$ cat src/rtl/dpram_port_arbiter_pkg.sv
// Shared encodings for the dual-port RAM port sequencer: FSM states and requester ids.
package dpram_port_arbiter_pkg;

  typedef enum logic [1:0] {
    S_RUN   = 2'd0,
    S_CLEAR = 2'd1,
    S_DL    = 2'd2
  } state_t;

  localparam logic REQ0 = 1'b0;
  localparam logic REQ1 = 1'b1;

endpackage

$ cat src/rtl/dpram_port_arbiter_rr_arbiter2.sv
// Two-way round-robin arbiter; combinational grant, remembers the last winner.
module rr_arbiter2
  import dpram_port_arbiter_pkg::*;
(
  input  logic       clock,
  input  logic       reset,
  input  logic       enable,
  input  logic [1:0] req,
  output logic [1:0] gnt
);

  logic rr_last;

  always_comb begin
    gnt = 2'b00;
    if (enable) begin
      // On a tie the requester that did not win last time goes first
      if (req == 2'b11) gnt = (rr_last == REQ1) ? 2'b01 : 2'b10;
      else              gnt = req;
    end
  end

  always_ff @(posedge clock) begin
    if (reset)     rr_last <= REQ1;
    else if (|gnt) rr_last <= gnt[1];
  end

endmodule

$ cat src/rtl/dpram_port_arbiter.sv
// Owns one RAM port: download writer, clear sweep and two round-robin requesters,
// with registered RAM-side outputs and a 2-cycle read-return tag pipeline.
module dpram_port_arbiter
  import dpram_port_arbiter_pkg::*;
#(
  parameter int                    data_width    = 8,
  parameter int                    address_width = 8,
  parameter logic [data_width-1:0] clear_value   = '0
) (
  input  logic                     clock,
  input  logic                     reset,
  input  logic                     dl_active,
  input  logic                     dl_wr,
  input  logic [address_width-1:0] dl_addr,
  input  logic [data_width-1:0]    dl_data,
  input  logic                     clear_start,
  output logic                     clear_busy,
  output logic                     clear_done,
  input  logic                     req0_req,
  input  logic                     req0_we,
  input  logic [address_width-1:0] req0_addr,
  input  logic [data_width-1:0]    req0_wdata,
  output logic                     req0_gnt,
  output logic                     req0_rvalid,
  output logic [data_width-1:0]    req0_rdata,
  input  logic                     req1_req,
  input  logic                     req1_we,
  input  logic [address_width-1:0] req1_addr,
  input  logic [data_width-1:0]    req1_wdata,
  output logic                     req1_gnt,
  output logic                     req1_rvalid,
  output logic [data_width-1:0]    req1_rdata,
  output logic [address_width-1:0] ram_address,
  output logic [data_width-1:0]    ram_data,
  output logic                     ram_enable,
  output logic                     ram_wren,
  input  logic [data_width-1:0]    ram_q
);

  // One extra counter bit keeps the terminal compare away from wrap-around
  localparam logic [address_width:0] LAST = {1'b0, {address_width{1'b1}}};

  state_t                   state, state_nxt;
  logic [address_width:0]   clr_cnt;
  logic [1:0]               gnt;
  logic                     arb_en;
  logic                     clear_last;
  logic                     issue_vld, issue_we, issue_rd, issue_id;
  logic [address_width-1:0] issue_addr;
  logic [data_width-1:0]    issue_data;
  logic                     rd_vld_p0, rd_id_p0;
  logic                     rd_vld_p1, rd_id_p1;

  assign arb_en     = (state == S_RUN) && !dl_active && !reset;
  assign clear_last = (state == S_CLEAR) && !dl_active && (clr_cnt == LAST);

  rr_arbiter2 u_arb (
    .clock  (clock),
    .reset  (reset),
    .enable (arb_en),
    .req    ({req1_req, req0_req}),
    .gnt    (gnt)
  );

  always_ff @(posedge clock) begin
    if (reset) state <= S_RUN;
    else       state <= state_nxt;
  end

  always_comb begin
    state_nxt = state;
    if (dl_active) begin
      state_nxt = S_DL;
    end else begin
      case (state)
        S_RUN:   if (clear_start) state_nxt = S_CLEAR;
        S_CLEAR: if (clr_cnt == LAST) state_nxt = S_RUN;
        S_DL:    state_nxt = S_RUN;
        default: state_nxt = S_RUN;
      endcase
    end
  end

  // Select the single access to issue this cycle: download, then sweep, then requesters
  always_comb begin
    issue_vld  = 1'b0;
    issue_we   = 1'b0;
    issue_rd   = 1'b0;
    issue_id   = REQ0;
    issue_addr = '0;
    issue_data = '0;
    if (dl_active) begin
      issue_vld  = dl_wr;
      issue_we   = 1'b1;
      issue_addr = dl_addr;
      issue_data = dl_data;
    end else if (state == S_CLEAR) begin
      issue_vld  = 1'b1;
      issue_we   = 1'b1;
      issue_addr = clr_cnt[address_width-1:0];
      issue_data = clear_value;
    end else if (gnt[0]) begin
      issue_vld  = 1'b1;
      issue_we   = req0_we;
      issue_rd   = !req0_we;
      issue_id   = REQ0;
      issue_addr = req0_addr;
      issue_data = req0_wdata;
    end else if (gnt[1]) begin
      issue_vld  = 1'b1;
      issue_we   = req1_we;
      issue_rd   = !req1_we;
      issue_id   = REQ1;
      issue_addr = req1_addr;
      issue_data = req1_wdata;
    end
  end

  always_ff @(posedge clock) begin
    if (reset) begin
      clr_cnt     <= '0;
      clear_done  <= 1'b0;
      ram_enable  <= 1'b0;
      ram_wren    <= 1'b0;
      ram_address <= '0;
      ram_data    <= '0;
      rd_vld_p0   <= 1'b0;
      rd_id_p0    <= REQ0;
      rd_vld_p1   <= 1'b0;
      rd_id_p1    <= REQ0;
    end else begin
      if (state == S_RUN && state_nxt == S_CLEAR) clr_cnt <= '0;
      else if (state == S_CLEAR && !dl_active)     clr_cnt <= clr_cnt + 1'b1;
      clear_done <= clear_last;
      // p0: access registered onto the RAM port
      ram_enable <= issue_vld;
      ram_wren   <= issue_vld && issue_we;
      if (issue_vld) begin
        ram_address <= issue_addr;
        ram_data    <= issue_data;
      end
      rd_vld_p0 <= issue_rd;
      rd_id_p0  <= issue_id;
      // p1: RAM has sampled the address, ram_q valid this cycle
      rd_vld_p1 <= rd_vld_p0;
      rd_id_p1  <= rd_id_p0;
    end
  end

  assign clear_busy  = (state == S_CLEAR);
  assign req0_gnt    = gnt[0];
  assign req1_gnt    = gnt[1];
  assign req0_rvalid = rd_vld_p1 && (rd_id_p1 == REQ0);
  assign req1_rvalid = rd_vld_p1 && (rd_id_p1 == REQ1);
  assign req0_rdata  = ram_q;
  assign req1_rdata  = ram_q;

endmodule
$ cat config.mk
export PLATFORM = sky130hd
export DESIGN_NAME = dpram_port_arbiter
export DESIGN_NICKNAME = d
export VERILOG_FILES = /design/src/rtl/dpram_port_arbiter_pkg.sv /design/src/rtl/dpram_port_arbiter_rr_arbiter2.sv /design/src/rtl/dpram_port_arbiter.sv
export SDC_FILE = /design/constraint.sdc
export NUM_CORES = 1
export LEC_CHECK = 0
export CAP_MARGIN = 20
export CORE_UTILIZATION = 40
export CTS_CLUSTER_DIAMETER = 150
export DETAILED_ROUTE_END_ITERATION = 10
export PLACE_DENSITY = 0.83
export SLEW_MARGIN = 30
export SYNTH_ARGS = -nofsm -noshare
export SYNTH_HDL_FRONTEND = slang
export SYNTH_SLANG_ARGS = --single-unit
$ cat constraint.sdc
create_clock -name clock -period 4.46 [get_ports clock]
set_input_delay 0.446 -clock clock [delete_from_list [all_inputs] [get_ports clock]]
set_output_delay 0.446 -clock clock [all_outputs]
set_load 0.03 [all_outputs]
==> results.cfg <==
[status]
outcome = finished with violations
failed_checks = DRC

[finish]
antenna_cells = 0
final_layout_size_suffix_gt1_frac = 0.0547
nets = 340
postLayoutCellArea_um2 = 2660
layout-area-overhead-vs-synth_pct = 40.3
mostFrequentLayoutCell = clkdlybuf4s50_1
layout_common_cells = clkdlybuf4s50_1, dfxtp_1, nand2_1

[routing]
drc_errors = 26
detailedRoute.firstPassIterationCount = 7
initialDrtViolationCount = 175
wl_per_cell_um = 14.6
num_vias = 1801
drt-total-wl_um = 4750
vias_per_cell = 5.52
ant_nets = 0

[timing]
worstMarginPinSlew_ns = 0.684
grt_setup_unrepaired = no
setup_tns_ns = 0
max_freq_ghz = 0.300
count_of_final_max_slew_check_failures = 0
timing.final.crit_period_ns = 3.33
finalSetupViolations = 0
slew_headroom = 0.544
finalHoldViolCount = 0
fin_ws_ns = 1.13
post-route-period-util = 0.747
fin_skew_ns = 0.00481

[critical_path]
timing.critical_path.arrival_ns = 2.88
crit_chain = clkdlybuf4s50_1 > buf_4 > nor4_4 > and3_1 > clkdlybuf4s50_1
path_depth = 5
reg2reg_depth = 4
critical-path-slowest-cell = clkdlybuf4s50_1
critical_path.n_buffers_inverters = 3
critPathCaptureType = output pin
cp_slowest_stage_delay_ns = 0.80
critPathKind = in -> out
kind_of_cell_with_the_highest_combined_delay_on_the_critical_path = buffers and inverters
largest_fanout_on_the_critical_path = 24
critical_path.most_common_cell = clkdlybuf4s50_1
worstSetupStartpoint = dl_active
reg2reg_to = ram_data[2]
rrSetupSlack_ns = 2.41
critPathCapture = req0_gnt
crit_path_start_kind = input pin
worst_r2r_startpoint = state[1]
data_required_time_at_the_worst_endpoint_ns = 4.01

[power_and_ir_drop]
powerDensity_nw_per_um2 = 279
pwr-share-seq = 0.459
comb_power_share = 0.248
int_pwr_uw = 534
leakage_uw = 0.000978
vdd_drop_max_mv = 0.135
p_sw_frac = 0.279
power.net_switching_uw = 206
clock_power_share = 0.293
power.total_uw = 740

[place]
globalplace.congestion = 0.831
post-dp-hpwl_um = 3530
place_area_um2 = 2560
post-place-ws_ns = 1.13
place.port_buffers = 80

[synthesis]
synth-async-reset-ratio = 0
mappedNetlistArea_um2 = 1890
yosys_register_bits = 35
synth-main-ff-cell = dfxtp_1
synthesis.instances = 215
yosysWarningCount = 0
synth_nets = 282
synth.lib_cells_used.distinct = 38
postSynthAreaPerCell_um2 = 8.80
synth-edff-count = 0
seq_area_frac_synth = 0.370

[die]
placement_rows = 24
die-width_um = 70.8
die_h_um = 70.8
die-area_um2 = 5010
design.portCount = 105
design.core.area_um2 = 4440
initial_utilization = 0.426

[cts]
clock_sink_count = 35
hold_buffers = 0
clock_latency_ns = 0.29
cts_repair_resize_count = 0
htree_levels = 2
cts-root-to-sink-buffers = 2
ctsRootBufferMaster = clkbuf_8
cts_setup_buffers = 0
cts-buffers-inserted = 5
tritoncts = yes
worst_setup_hold_path_clk_slew_ns = 0.07

[global_routing]
global_route_total_usage_across_every_layer = 0.194
overflow = 0
global_route_wire_length_before_repair_um = 7640
number_of_global_route_vias_before_repair = 1699
grt_antenna_before_repair = 0
grt_start_max_net_pins = 25

[flow_run]
drv.max_cap_violation_count = 0

[min_path]
min_path_type = reg -> reg
routing by layer:
metal | GRT usage | share of wire | wire [µm]
met1 | 0.236 | 0.43 | 2050
met2 | 0.315 | 0.45 | 2130
met3 | 0.0698 | 0.11 | 501
met4 | 0.0733 | 0.016 | 74
met5 | 0 | 0 | 0
state kept, by name, indices dropped and copies added (netlist names):
register,count
ram_wren,1
ram_enable,1
u_arb.rr_last,1
clear_done,1
rd_vld_p1,1
clr_cnt,9
rd_id_p0,1
ram_data,8
state,2
ram_address,8
rd_vld_p0,1
rd_id_p1,1
worst min-delay path by stage:
| stage | cells after the start | startpoint | slack (ns) | end |
|---|---|---|---|---|
| final | 1 | rd_vld_p0 | 0.44 | rd_vld_p1 |
| after global routing | 1 | rd_id_p0 | 0.46 | rd_id_p1 |
| after CTS | 1 | rd_vld_p0 | 0.45 | rd_vld_p1 |
| after detailed placement | 1 | rd_vld_p0 | 0.43 | rd_vld_p1 |
| after global placement | 1 | rd_vld_p0 | 0.42 | rd_vld_p1 |
| after floorplan | 1 | rd_id_p0 | 0.41 | rd_id_p1 |
cells by family (layout without fill, tap and decap cells):
kind of cell	Yosys count	after routing	share of synthesized area
compound gates	61	61	0.251
xor+xnor	6	6	0.0278
fa+ha+maj	2	2	0.0132
buf+inv	37	96	0.122
flops	35	35	0.370
simple gates	74	74	0.215
cells in the mapped netlist (all sizes together), types with 3 or more instances:
| library cell | count | share of area |
|---|---|---|
| dfxtp | 35 | 0.37 |
| nand2 | 25 | 0.050 |
| buf | 24 | 0.096 |
| a21oi | 13 | 0.034 |
| nor2 | 12 | 0.024 |
| nand2b | 10 | 0.033 |
| a211oi | 9 | 0.036 |
| a221oi | 9 | 0.045 |
| a222oi | 8 | 0.042 |
| o211ai | 8 | 0.032 |
| o2bb2ai | 8 | 0.037 |
| clkbuf | 7 | 0.014 |
| inv | 6 | 0.012 |
| nor3 | 6 | 0.016 |
| nor2b | 4 | 0.013 |
| nor4 | 4 | 0.032 |
| xnor2 | 4 | 0.019 |
| and3 | 3 | 0.0099 |
power groups by stage:
stage | clock network [µW] | logic (µW) | registers [µW]
2_1_floorplan | 0 | 92.3 | 371
3_3_place_gp | 0 | 180 | 346
3_5_place_dp | 0 | 182 | 346
4_1_cts | 223 | 183 | 340
5_1_grt | 237 | 197 | 342
6_report | 217 | 184 | 340
per-stage QoR:
| step | hold WS (ns) | util | std cells |
|---|---|---|---|
| floorplan | 0.414 | - | 215 |
| global placement | 0.421 | 0.577 | 318 |
| detailed placement | 0.429 | 0.577 | 318 |
| CTS | 0.445 | 0.595 | 326 |
| global route | 0.464 | 0.598 | 326 |
| finish | 0.441 | 0.598 | 326 |
area by class of cell:
| type | count | area, µm² |
|---|---|---|
| inverter | 6 | 22.5 |
| sequential | 35 | 701 |
| clock inverter | 1 | 5.00 |
| multi-input combinational | 143 | 971 |
| timing repair buffer | 82 | 816 |
| fill | 394 | 1790 |
| clock buffer | 7 | 76.3 |
| tap | 52 | 65.1 |
(Power assumes the default switching activity.)
